==> config.mk <==
export PLATFORM = sky130hd
export DESIGN_NAME = gf180mcu_fd_io__ring_seq_flat
export DESIGN_NICKNAME = d
export VERILOG_FILES = /design/src/rtl/gf180mcu_fd_io__ring_seq_if.sv /design/src/rtl/gf180mcu_fd_io__ring_seq.sv /design/src/flat_wrapper.sv
export SDC_FILE = /design/constraint.sdc
export NUM_CORES = 1
export LEC_CHECK = 0
export ABC_AREA = 1
export BUFFER_PORTS_ARGS = -buffer_cell sky130_fd_sc_hd__buf_4
export CAP_MARGIN = 20
export CELL_PAD_IN_SITES_DETAIL_PLACEMENT = 0
export CELL_PAD_IN_SITES_GLOBAL_PLACEMENT = 2
export CORE_MARGIN = 4
export CORE_UTILIZATION = 37
export CTS_BUF_LIST = sky130_fd_sc_hd__clkbuf_8
export DETAILED_ROUTE_END_ITERATION = 7
export PLACE_DENSITY = 0.84
export SLEW_MARGIN = 20
export SYNTH_ARGS = -nofsm -noshare
export SYNTH_HDL_FRONTEND = slang
export SYNTH_SLANG_ARGS = --single-unit
export TNS_END_PERCENT = 20
==> constraint.sdc <==
create_clock -name CLK -period 3.6 [get_ports CLK]
set_clock_uncertainty 0.05 [all_clocks]
set_input_delay 0.18 -clock CLK [delete_from_list [all_inputs] [get_ports CLK]]
set_output_delay 0.18 -clock CLK [all_outputs]
set_load 0.05 [all_outputs]
==> src/rtl/gf180mcu_fd_io__ring_seq_if.sv <==
// Control/status bundle between the pad-ring sequencer and its surroundings.
// The sequencer uses the slave modport; the supervising side uses master.
interface gf180mcu_fd_io__ring_seq_if #(
    parameter int NBANK = 4
);
    localparam int IW = (NBANK > 1) ? $clog2(NBANK) : 1;

    logic             START;
    logic [NBANK-1:0] PG;
    logic [NBANK-1:0] BANK_EN;
    logic [NBANK-1:0] IO_EN;
    logic             BUSY;
    logic             DONE;
    logic             FAULT;
    logic [IW-1:0]    FAULT_BANK;

    modport master (
        output START,
        output PG,
        input  BANK_EN,
        input  IO_EN,
        input  BUSY,
        input  DONE,
        input  FAULT,
        input  FAULT_BANK
    );

    modport slave (
        input  START,
        input  PG,
        output BANK_EN,
        output IO_EN,
        output BUSY,
        output DONE,
        output FAULT,
        output FAULT_BANK
    );
endinterface

==> src/rtl/gf180mcu_fd_io__ring_seq.sv <==
// gf180mcu pad-ring power-up sequencer: brings banks up one at a time, drops all on PG loss.
// Optional WAIT_PG timeout is enabled by defining GF180MCU_FD_IO__RING_SEQ_TIMEOUT_EN.
module gf180mcu_fd_io__ring_seq #(
    parameter int NBANK  = 4,
    parameter int SETTLE = 16,
    parameter int TMO    = 255
) (
    input logic                      CLK,
    input logic                      RST,
    gf180mcu_fd_io__ring_seq_if.slave bus
);
    localparam int IW   = (NBANK > 1) ? $clog2(NBANK) : 1;
    localparam int MAXC = (SETTLE > TMO) ? SETTLE : TMO;
    localparam int CW   = $clog2(MAXC + 1);

    localparam logic [2:0] S_IDLE   = 3'd0;
    localparam logic [2:0] S_WAIT   = 3'd1;
    localparam logic [2:0] S_SETTLE = 3'd2;
    localparam logic [2:0] S_RUN    = 3'd3;
    localparam logic [2:0] S_FLT    = 3'd4;

    logic [NBANK-1:0] pg_s1_q;
    logic [NBANK-1:0] pg_s_q;

    logic [2:0]       state_q,   state_d;
    logic [IW-1:0]    idx_q,     idx_d;
    logic [CW-1:0]    cnt_q,     cnt_d;
    logic [NBANK-1:0] bank_en_q, bank_en_d;
    logic [NBANK-1:0] io_en_q,   io_en_d;
    logic             busy_q,    busy_d;
    logic             done_q,    done_d;
    logic             fault_q,   fault_d;
    logic [IW-1:0]    fbank_q,   fbank_d;

    logic [NBANK-1:0] cur_oh;
    logic [NBANK-1:0] nxt_oh;
    logic [NBANK-1:0] below_mask;
    logic [NBANK-1:0] lost_below;
    logic [NBANK-1:0] lost_any;
    logic             pg_cur;
    logic             last_bank;

    function automatic logic [IW-1:0] lowest(input logic [NBANK-1:0] v);
        logic [IW-1:0] r;
        r = '0;
        for (int j = NBANK - 1; j >= 0; j--) begin
            if (v[j]) r = IW'(j);
        end
        return r;
    endfunction

    // PG is asynchronous to CLK; only the synchronized copy is used.
    always_ff @(posedge CLK) begin
        if (RST) begin
            pg_s1_q <= '0;
            pg_s_q  <= '0;
        end else begin
            pg_s1_q <= bus.PG;
            pg_s_q  <= pg_s1_q;
        end
    end

    assign cur_oh     = NBANK'(1) << idx_q;
    assign nxt_oh     = NBANK'(2) << idx_q;
    assign below_mask = cur_oh - NBANK'(1);
    assign lost_below = ~pg_s_q & below_mask;
    assign lost_any   = ~pg_s_q;
    assign pg_cur     = |(pg_s_q & cur_oh);
    assign last_bank  = (idx_q == IW'(NBANK - 1));

    always_comb begin
        state_d   = state_q;
        idx_d     = idx_q;
        cnt_d     = cnt_q;
        bank_en_d = bank_en_q;
        io_en_d   = io_en_q;
        busy_d    = busy_q;
        done_d    = done_q;
        fault_d   = fault_q;
        fbank_d   = fbank_q;

        unique case (state_q)
            S_IDLE: begin
                bank_en_d = '0;
                io_en_d   = '0;
                busy_d    = 1'b0;
                done_d    = 1'b0;
                fault_d   = 1'b0;
                if (bus.START) begin
                    state_d   = S_WAIT;
                    idx_d     = '0;
                    cnt_d     = '0;
                    bank_en_d = NBANK'(1);
                    busy_d    = 1'b1;
                end
            end

            S_WAIT: begin
                if (|lost_below) begin
                    state_d   = S_FLT;
                    fbank_d   = lowest(lost_below);
                    bank_en_d = '0;
                    io_en_d   = '0;
                    busy_d    = 1'b0;
                    done_d    = 1'b0;
                    fault_d   = 1'b1;
                end else if (pg_cur) begin
                    state_d = S_SETTLE;
                    cnt_d   = '0;
`ifdef GF180MCU_FD_IO__RING_SEQ_TIMEOUT_EN
                end else if (cnt_q == CW'(TMO - 1)) begin
                    state_d   = S_FLT;
                    fbank_d   = idx_q;
                    bank_en_d = '0;
                    io_en_d   = '0;
                    busy_d    = 1'b0;
                    done_d    = 1'b0;
                    fault_d   = 1'b1;
                end else begin
                    cnt_d = cnt_q + CW'(1);
`endif
                end
            end

            S_SETTLE: begin
                // Losing an already-released bank outranks everything here.
                if (|lost_below) begin
                    state_d   = S_FLT;
                    fbank_d   = lowest(lost_below);
                    bank_en_d = '0;
                    io_en_d   = '0;
                    busy_d    = 1'b0;
                    done_d    = 1'b0;
                    fault_d   = 1'b1;
                end else if (!pg_cur) begin
                    state_d = S_WAIT;
                    cnt_d   = '0;
                end else if (cnt_q == CW'(SETTLE - 1)) begin
                    io_en_d = io_en_q | cur_oh;
                    cnt_d   = '0;
                    if (last_bank) begin
                        state_d = S_RUN;
                        busy_d  = 1'b0;
                        done_d  = 1'b1;
                    end else begin
                        state_d   = S_WAIT;
                        idx_d     = idx_q + IW'(1);
                        bank_en_d = bank_en_q | nxt_oh;
                    end
                end else begin
                    cnt_d = cnt_q + CW'(1);
                end
            end

            S_RUN: begin
                if (|lost_any) begin
                    state_d   = S_FLT;
                    fbank_d   = lowest(lost_any);
                    bank_en_d = '0;
                    io_en_d   = '0;
                    busy_d    = 1'b0;
                    done_d    = 1'b0;
                    fault_d   = 1'b1;
                end
            end

            S_FLT: begin
                bank_en_d = '0;
                io_en_d   = '0;
                busy_d    = 1'b0;
                done_d    = 1'b0;
                if (bus.START) begin
                    state_d   = S_WAIT;
                    idx_d     = '0;
                    cnt_d     = '0;
                    bank_en_d = NBANK'(1);
                    busy_d    = 1'b1;
                    fault_d   = 1'b0;
                end
            end

            default: begin
                state_d   = S_IDLE;
                idx_d     = '0;
                cnt_d     = '0;
                bank_en_d = '0;
                io_en_d   = '0;
                busy_d    = 1'b0;
                done_d    = 1'b0;
                fault_d   = 1'b0;
            end
        endcase
    end

    always_ff @(posedge CLK) begin
        if (RST) begin
            state_q   <= S_IDLE;
            idx_q     <= '0;
            cnt_q     <= '0;
            bank_en_q <= '0;
            io_en_q   <= '0;
            busy_q    <= 1'b0;
            done_q    <= 1'b0;
            fault_q   <= 1'b0;
            fbank_q   <= '0;
        end else begin
            state_q   <= state_d;
            idx_q     <= idx_d;
            cnt_q     <= cnt_d;
            bank_en_q <= bank_en_d;
            io_en_q   <= io_en_d;
            busy_q    <= busy_d;
            done_q    <= done_d;
            fault_q   <= fault_d;
            fbank_q   <= fbank_d;
        end
    end

    assign bus.BANK_EN    = bank_en_q;
    assign bus.IO_EN      = io_en_q;
    assign bus.BUSY       = busy_q;
    assign bus.DONE       = done_q;
    assign bus.FAULT      = fault_q;
    assign bus.FAULT_BANK = fbank_q;

endmodule
==> src/flat_wrapper.sv <==
// flat-port wrapper written by rule: the top's interface ports become plain ports
module gf180mcu_fd_io__ring_seq_flat 
#(
    parameter int NBANK  = 4,
    parameter int SETTLE = 16,
    parameter int TMO    = 255
)
  (CLK, RST, bus_START, bus_PG, bus_BANK_EN, bus_IO_EN, bus_BUSY, bus_DONE, bus_FAULT, bus_FAULT_BANK);
  gf180mcu_fd_io__ring_seq_if #(.NBANK(NBANK)) bus_i ();
  input logic CLK;
  input logic RST;
  input wire logic [$bits(bus_i.START)-1:0] bus_START;
  input wire logic [$bits(bus_i.PG)-1:0] bus_PG;
  output wire logic [$bits(bus_i.BANK_EN)-1:0] bus_BANK_EN;
  output wire logic [$bits(bus_i.IO_EN)-1:0] bus_IO_EN;
  output wire logic [$bits(bus_i.BUSY)-1:0] bus_BUSY;
  output wire logic [$bits(bus_i.DONE)-1:0] bus_DONE;
  output wire logic [$bits(bus_i.FAULT)-1:0] bus_FAULT;
  output wire logic [$bits(bus_i.FAULT_BANK)-1:0] bus_FAULT_BANK;
  assign bus_i.START = bus_START;
  assign bus_i.PG = bus_PG;
  assign bus_BANK_EN = bus_i.BANK_EN;
  assign bus_IO_EN = bus_i.IO_EN;
  assign bus_BUSY = bus_i.BUSY;
  assign bus_DONE = bus_i.DONE;
  assign bus_FAULT = bus_i.FAULT;
  assign bus_FAULT_BANK = bus_i.FAULT_BANK;
  gf180mcu_fd_io__ring_seq #(.NBANK(NBANK), .SETTLE(SETTLE), .TMO(TMO)) u_core (.CLK(CLK), .RST(RST), .bus(bus_i));
endmodule
==> flow_summary.toml, run 1 <==
[status]
status = "complete, no violations"

[clock_tree]
cts.sinks = 34
cts_tree = "built"
cts_hold_buffers = 0
clk_pin_slew_ps = 70
cts_resized = 0
clock-root-buffer = "clkbuf_8"
clockBufferDepth = 2
post-cts-setup-buffers = 0
cts_buffers = 5
insertion_delay_ps = 280
htreeDepth = 2

[critical_path]
path_cells = "inv_1, ha_1, nor2_1, nor2_4, nand3_4, nor2_2, nor2_2, nand3_1, a21oi_1"
crit_arrival_ps = 2250
worst_setup_path_end_kind = "register"
worstSetupPathType = "reg2reg"
critPathLaunchType = "register"
worst_ep_required_time_ps = 3770
cp_common_cell = "nor2_2"
worstPathMaxFanout = 12
cpPeakStageDelay_ps = 410
crit_slowest_cell = "dfxtp_1"

[finish]
fin_area_sq_mm = 0.00222
regArea_sq_um = 681
final_common_cell = "nor2_1"
syn_to_final_growth_pct = 15.6
final_layout_size_suffix_gt1_share_pct = 19.4
n_antenna_cell = 0
multi_input_area_sq_mm = 0.00105
fill_cells = 559
nNetsFinal = 301
final_cell_mix = "43 x nor2_1, 41 x inv_1, 41 x nand2_1, 34 x dfxtp_1"

[logic_synthesis]
netlist_area_sq_mm = 0.00192
synth_compound_gate_area_share_pct = 10.5
yosysSeqAreaShare_pct = 35.5
synth_cells = 265
yosys.area.top_type_share_pct = 35.5
yosysTopAreaCell = "dfxtp_1"
synth_nets = 278
synth.distinct_cells = 36
synthXorXnorAreaFrac_pct = 0.913
synth-adder-area-share_pct = 3.91
synthSimpleGateAreaFrac_pct = 39.5
avgSynthCellArea_sq_um = 7.24
synth_top_family_by_area = "simple AND/OR/NAND/NOR gates"
yosys_warnings = 0
synthTopCellsByArea = "dfxtp_1 35%, nor2_1 8.4%, nand2_1 8.0%"
synthMuxAreaShare_pct = 0
ys_ff_latch = 34

[drt]
wl_per_cell_microns = 12.2
route.vias.total = 1671
drc = 0
drt_iter0_drc = 62
drtAntennaViolNets = 0
via_per_inst = 4.69
first_pass_iters = 5
drt_wl_total_microns = 4350

[floorplan]
start_util_pct = 39.3
die_x_microns = 80.0
die_h_microns = 80.0
rows = 25
ioPinCount = 20
dieArea_sq_mm = 0.00640
core_sq_mm = 0.00488

[placement]
hpwl_microns = 3330
gp_congestion = 0.784
placed_cell_area_sq_mm = 0.00213
portBuffers = 19

[global_routing]
grt_pass1_vias = 1622
grt_util_all_layers_pct = 15.5
grt_max_degree = 24
antenna_found_initial = 0
grt_pass1_wl_microns = 7700
overflow = 0

[timing]
hold_viol = 0
worst_slew_pin_slew_ps = 512
period_share_pct = 58.0
rsz0062_at_grt = "no"
setup_viol = 0
max_slew_margin_pct = 65.7
max_freq_mhz = 479
final-max-slew-violation-count = 0
fin_setup_tns_ps = 0
finalCriticalPeriod_ps = 2090

[run]
drv_cap = 0

[power_and_ir_drop]
max-vdd-ir-drop_uv = 227
leakage_nw = 1.01
powerDensity_mw_per_mm2 = 628

[worst_hold_path]
hold_path_class = "in2reg"
==> logic make-up after synthesis <==
family / Yosys count
flip-flops: 34
buffers and inverters: 47
AO/OA/AOI/OAI: 33
adder cells (fa/ha/maj): 6
AND/OR/NAND/NOR: 143
XOR/XNOR: 2
==> registers in the layout, summed over array words and instances (netlist names) <==
name,flops
u_core.bus.BUSY,1
u_core.bus.BANK_EN,4
u_core.bus.FAULT,1
u_core.idx_q,2
u_core.bus.FAULT_BANK,2
u_core.cnt_q,8
u_core.bus.IO_EN,4
u_core.pg_s1_q,4
u_core.bus.DONE,1
u_core.pg_s_q,4
u_core.state_q,3
==> path summary, 6_finish.rpt <==
kind | startpoint | endpoint | slack, ps | cells after the start
max | u_core.idx_q[0] | u_core.bus.IO_EN[3] | 1510 | 9
min | bus_PG[0] | u_core.pg_s1_q[0] | 50 | 3
max reg2reg | u_core.idx_q[0] | u_core.bus.IO_EN[3] | 1510 | 9
min reg2reg | u_core.pg_s1_q[2] | u_core.pg_s_q[2] | 350 | 2
==> synthesized netlist by cell type <==
master	instances
nand3_4	3
or2_2	3
o21bai_4	1
a21oi_2	2
nand3_1	18
nand4_2	1
nand2_1	41
a21oi_1	19
dfxtp_1	34
nand3b_2	1
xor2_1	1
a31oi_1	1
buf_1	1
nor2_4	3
clkbuf_1	1
inv_4	1
xnor2_1	1
nand3b_1	1
inv_2	2
clkinv_1	1
nor3_4	1
nand2_2	5
nand3_2	4
o21ai_0	4
nor2_2	2
ha_1	6
o21bai_1	4
buf_6	1
nand4_1	12
o22ai_1	1
nor2_8	1
inv_1	40
and3_1	1
nor2_1	43
nor3_1	3
o31ai_1	1
==> power by group <==
| part | internal, W | switching (W) | leakage, nW |
|---|---|---|---|
| combinational | 0.000202 | 0.000435 | 0.682 |
| sequential | 0.000424 | 0.0000410 | 0.277 |
| clock | 0.000151 | 0.000138 | 0.0524 |
| total | 0.000778 | 0.000614 | 1.01 |
==> through the flow <==
stage          power (W)  setup slack (ps)  hold slack, ps  std cells  util, %
6_report         0.00139              1510            45.5        356     45.5
4_1_cts          0.00141              1500            36.8        356     45.5
3_3_place_gp     0.00112              1510             328        348     43.6
3_5_place_dp     0.00112              1510             337        348     43.6
2_1_floorplan   0.000979              1900             237        265        -
5_1_grt          0.00152              1270            39.6        356     45.5
==> worst max-delay path: cells and delay by family (launching register included) <==
family                   cells  cell delay, ps
AND/OR/NAND/NOR              6            1000
adder cells (fa/ha/maj)      1             280
AO/OA/AOI/OAI                1             170
flip-flops                   1             410
buffers and inverters        1             110
==> cell type report <==
cell class / count / share of cell area (%)
flip-flops and latches: 34 / 30.7
repair buffers: 19 / 6.43
well taps: 67 / 3.78
inverters: 44 / 7.56
multi-input cells: 184 / 47.4
clock inverters: 2 / 0.395
clock buffers: 6 / 3.72
==> routing by layer <==
| layer | wire length (microns) | global-route usage (%) |
|---|---|---|
| met1 | 2210 | 20.6 |
| met2 | 1910 | 24.8 |
| met3 | 192 | 4.06 |
| met4 | 36 | 4.05 |
| met5 | 0 | 0 |
(Power assumes the default switching activity.)
==> inputs of run 2 (changes only) <==
--- a/config.mk
+++ b/config.mk
@@ -11,10 +11,10 @@
 export CELL_PAD_IN_SITES_DETAIL_PLACEMENT = 0
 export CELL_PAD_IN_SITES_GLOBAL_PLACEMENT = 2
 export CORE_MARGIN = 4
-export CORE_UTILIZATION = 37
+export CORE_UTILIZATION = 35
 export CTS_BUF_LIST = sky130_fd_sc_hd__clkbuf_8
 export DETAILED_ROUTE_END_ITERATION = 7
-export PLACE_DENSITY = 0.84
+export PLACE_DENSITY = 0.8
 export SLEW_MARGIN = 20
 export SYNTH_ARGS = -nofsm -noshare
 export SYNTH_HDL_FRONTEND = slang
==> constraint.sdc (replaced) <==
create_clock -name CLK -period 2 [get_ports CLK]
set_clock_uncertainty 0.05 [all_clocks]
set_input_delay 0.1 -clock CLK [delete_from_list [all_inputs] [get_ports CLK]]
set_output_delay 0.1 -clock CLK [all_outputs]
set_load 0.05 [all_outputs]
==> run 2 against run 1 <==
Effect of this change:
- power increased by 85%
- fmax increased by 13%
- first-iteration DRC count grew 9.7%
- wire length grew 1.7%
- die area is 5.1% higher
- final cell count grew 3.7%
- largest power group unchanged
==> flow_summary.toml, run 2 (synthesis results as in run 1) <==
[drt]
drt_wl_total_microns = 4420
first_pass_iters = 4
wl_per_cell_microns = 12.0
drc = 0
route.vias.total = 1705
drtAntennaViolNets = 0
drt_iter0_drc = 68
via_per_inst = 4.62

[critical_path]
cpPeakStageDelay_ps = 350
worstSetupPathType = "reg2reg"
critPathLaunchType = "register"
worst_ep_required_time_ps = 2160
crit_arrival_ps = 2000
worst_setup_path_end_kind = "register"
path_cells = "inv_1, ha_4, nor2_1, nor2_4, nand3_4, o21bai_4, buf_4, inv_1, nand2_1, nor2_1, nor2_1"
cp_common_cell = "nor2_1"
crit_slowest_cell = "dfxtp_2"
worstPathMaxFanout = 5

[timing]
final-max-slew-violation-count = 0
max_freq_mhz = 543
setup_slack_ps = 159
fin_setup_tns_ps = 0
worst_slew_pin_slew_ps = 496
rsz0062_at_grt = "no"
finalCriticalPeriod_ps = 1840
hold_viol = 0
setup_viol = 0
period_share_pct = 92.0
max_slew_margin_pct = 66.7
hold_slack_ps = 103

[placement]
dp_slack_ps = 74.1
gp_congestion = 0.792
hpwl_microns = 3390
portBuffers = 19

[clock_tree]
clock-root-buffer = "clkbuf_8"
clockBufferDepth = 2
cts_buffers = 5
insertion_delay_ps = 280
cts.sinks = 34
clk_pin_slew_ps = 80
cts_tree = "built"
htreeDepth = 2

[global_routing]
grt_pass1_wl_microns = 7690
antenna_found_initial = 0
grt_util_all_layers_pct = 14.9
overflow = 0
grt_max_degree = 24
grt_pass1_vias = 1651

[floorplan]
die_x_microns = 82.1
die_h_microns = 82.1
ioPinCount = 20
core_sq_mm = 0.00520
start_util_pct = 36.9
dieArea_sq_mm = 0.00673
rows = 26

[finish]
final_cell_mix = "43 x nor2_1, 41 x inv_1, 41 x nand2_1, 32 x dfxtp_1, 25 x buf_4"
nNetsFinal = 311
largest_register_ffs = 8
final_core_util_pct = 44.7
n_antenna_cell = 0
regMostFlops = "u_core.cnt_q"
final_common_cell = "nor2_1"
syn_to_final_growth_pct = 21.1
final_layout_size_suffix_gt1_share_pct = 22.1

[power_and_ir_drop]
power.total_w = 0.00258
max-vdd-ir-drop_uv = 474
leakage_nw = 1.05
powerDensity_mw_per_mm2 = 1110

[run]
drv_cap = 0

[status]
status = "complete, no violations"

[worst_hold_path]
hold_path_class = "in2reg"
-- run 2: path summary, 6_finish.rpt --
kind                               to  depth (start not counted)  slack, ps         startpoint
max          u_core.bus.FAULT_BANK[1]                         11        160    u_core.idx_q[1]
min                 u_core.state_q[0]                          2        100                RST
max reg2reg  u_core.bus.FAULT_BANK[1]                         11        160    u_core.idx_q[1]
min reg2reg          u_core.pg_s_q[0]                          2        350  u_core.pg_s1_q[0]
-- run 2: where the power goes --
part           internal, W  switching, W  total (W)
combinational     0.000424      0.000792    0.00122
clock             0.000273      0.000250   0.000523
sequential        0.000765     0.0000723   0.000837
total              0.00146       0.00111    0.00258
-- run 2: repair_timing --
item,4_1_cts,5_1_grt
setup buffers,0,3
hold buffers,4,0
resized for setup,0,5
endpoints found under the hold margin,4,0
setup endpoints to repair,0,24
-- run 2: final cells by class --
type                    instances  area [sq um]
clock buffers                   6          82.6
clock inverters                 2          8.76
repair buffers                 29           228
multi-input cells             184          1070
fillers                       559          2880
inverters                      44           168
flip-flops and latches         34           683
well taps                      70          87.6
-- run 2: critical path: cells and delay by family, from the launching register on --
kind	cells	cell delay (ps)
AND/OR/NAND/NOR	6	670
flip-flops	1	350
adder cells (fa/ha/maj)	1	180
buffers and inverters	3	300
AO/OA/AOI/OAI	1	220
-- run 2: routing by layer --
metal / vias up / part of all wire (%) / track usage [%]
met2: 22 / 45 / 24.4
met1: 761 / 52 / 19.9
met3: 2 / 3.1 / 3.62
met5: - / 0 / 0
met4: 0 / 0.38 / 2.99
li1: 920 / - / -
-- run 2: metrics by stage --
stage	instance area (sq um)	std cells
2_1_floorplan	1920	265
3_3_place_gp	2150	354
3_5_place_dp	2150	354
4_1_cts	2280	366
5_1_grt	2320	369
6_report	2320	369
==> inputs of run 3 (changes only) <==
--- a/config.mk
+++ b/config.mk
@@ -10,10 +10,11 @@
 export CAP_MARGIN = 20
 export CELL_PAD_IN_SITES_DETAIL_PLACEMENT = 0
 export CELL_PAD_IN_SITES_GLOBAL_PLACEMENT = 2
-export CORE_MARGIN = 4
+export CORE_MARGIN = 2
 export CORE_UTILIZATION = 35
 export CTS_BUF_LIST = sky130_fd_sc_hd__clkbuf_8
 export DETAILED_ROUTE_END_ITERATION = 7
+export MAX_ROUTING_LAYER = met4
 export PLACE_DENSITY = 0.8
 export SLEW_MARGIN = 20
 export SYNTH_ARGS = -nofsm -noshare
==> run 3 against run 2 <==
Effect of this change:
- sequential share of layout area increased by 0.26 points
- flip-flop and latch count did not move
- worst hold slack worse by 5.3 ps
- wire length decreased by 0.20%
- via count decreased by 0.41%
- utilization is 0.38 points lower
- register-to-register slack is essentially flat
- critical path type unchanged
- largest cell class unchanged
==> flow_summary.toml, run 3 (synthesis results as in run 1) <==
[floorplan]
core_sq_mm = 0.00520
die_x_microns = 78.1
dieArea_sq_mm = 0.00609
die_h_microns = 78.1
rows = 26
start_util_pct = 36.9
ioPinCount = 20

[timing]
fin_setup_tns_ps = 0
max_freq_mhz = 543
setup_viol = 0
worst_slew_pin_slew_ps = 486
period_share_pct = 92.1
hold_viol = 0
max_slew_margin_pct = 67.4
final-max-slew-violation-count = 0
finalCriticalPeriod_ps = 1840
rsz0062_at_grt = "no"
setup_slack_ps = 157

[critical_path]
critPathLaunchType = "register"
worstSetupPathType = "reg2reg"
worst_setup_path_end_kind = "register"
worst_ep_required_time_ps = 2120
crit_arrival_ps = 1960
worstPathMaxFanout = 9
r2r_slack_ps = 160

[drt]
drc = 0
drt_iter0_drc = 68
via_per_inst = 4.61
route.vias.total = 1698
drt_wl_total_microns = 4410
wl_per_cell_microns = 12.0
first_pass_iters = 4
drtAntennaViolNets = 0

[global_routing]
antenna_found_initial = 0
grt_pass1_vias = 1580
overflow = 0
grt_util_all_layers_pct = 16.0
grt_max_degree = 24
grt_pass1_wl_microns = 7340

[placement]
gp_congestion = 0.773
dp_slack_ps = 40.7
hpwl_microns = 3340
portBuffers = 19

[clock_tree]
clock-root-buffer = "clkbuf_8"
htreeDepth = 2
clk_pin_slew_ps = 70
clockBufferDepth = 2
cts_tree = "built"
insertion_delay_ps = 280
cts.sinks = 34
cts_buffers = 5

[finish]
n_antenna_cell = 0
regMostFlops = "u_core.cnt_q"
syn_to_final_growth_pct = 20.1
final_common_cell = "nor2_1"
final_core_util_pct = 44.3
final_layout_size_suffix_gt1_share_pct = 21.5
nNetsFinal = 310
largest_register_ffs = 8
final_cell_mix = "43 x nor2_1, 41 x inv_1, 41 x nand2_1, 32 x dfxtp_1, 24 x buf_4"

[power_and_ir_drop]
powerDensity_mw_per_mm2 = 1110
max-vdd-ir-drop_uv = 498
leakage_nw = 1.05

[worst_hold_path]
hold_path_class = "in2reg"

[status]
status = "complete, no violations"

[run]
drv_cap = 0
## run 3: changes by cell type in the layout (fill, tap and decap cells not counted)
| cell | previous run | this run |
|---|---|---|
| o21ai_1 | 0 | 1 |
| ha_1 | 4 | 5 |
| o21ai_0 | 4 | 3 |
| buf_4 | 25 | 24 |
| ha_4 | 1 | 0 |
## run 3: worst paths after layout
kind | endpoint | from | cells past startpoint
worst max-delay path | u_core.cnt_q[5] | u_core.idx_q[0] | 9
worst min-delay path | u_core.state_q[0] | RST | 2
worst min register to register | u_core.pg_s_q[0] | u_core.pg_s1_q[0] | 2
worst max register to register | u_core.cnt_q[5] | u_core.idx_q[0] | 9
## run 3: layout make-up
class | count | area [sq um]
clock buffers | 6 | 82.6
clock inverters | 2 | 8.76
fillers | 555 | 2900
inverters | 44 | 168
multi-input cells | 184 | 1050
flip-flops and latches | 34 | 683
well taps | 70 | 87.6
repair buffers | 28 | 220
## run 3: stage by stage
stage / power, W / area, sq um / std cells / hold WS [ps]
2_1_floorplan: 0.00176 / 1920 / 265 / 157
3_3_place_gp: 0.00207 / 2160 / 355 / 252
3_5_place_dp: 0.00206 / 2160 / 355 / 255
4_1_cts: 0.00260 / 2290 / 367 / 103
5_1_grt: 0.00275 / 2300 / 368 / 125
6_report: 0.00256 / 2300 / 368 / 97.2
## run 3: what timing repair did
item                                   4_1_cts  5_1_grt
resized for setup                            0        4
endpoints found under the hold margin        4        0
hold buffers                                 4        0
setup buffers                                0        1
setup endpoints to repair                    0       24
## run 3: metal layers
| metal | up-vias | global-route usage [%] | wire length [microns] |
|---|---|---|---|
| met4 | 0 | 5.09 | 55 |
| li1 | 913 | - | - |
| met3 | 5 | 3.91 | 129 |
| met2 | 23 | 25.1 | 1980 |
| met5 | - | - | 0 |
| met1 | 757 | 20.6 | 2250 |
## run 3: critical path, cell delays in order (launching register included)
cell and delay, ps:
dfxtp_2 350, inv_1 110, ha_2 230, nor2_1 80, nor2_4 160, nand3_4 120, o21bai_4 240, nand3_4 160
o21bai_1 170, nor2_1 60
## run 3: report_power, final
part	switching, W	internal [W]	total [W]	leakage (nW)
clock network	0.000243	0.000272	0.000515	0.0524
registers	0.0000708	0.000765	0.000836	0.278
logic	0.000804	0.000409	0.00121	0.722
total	0.00112	0.00145	0.00256	1.05
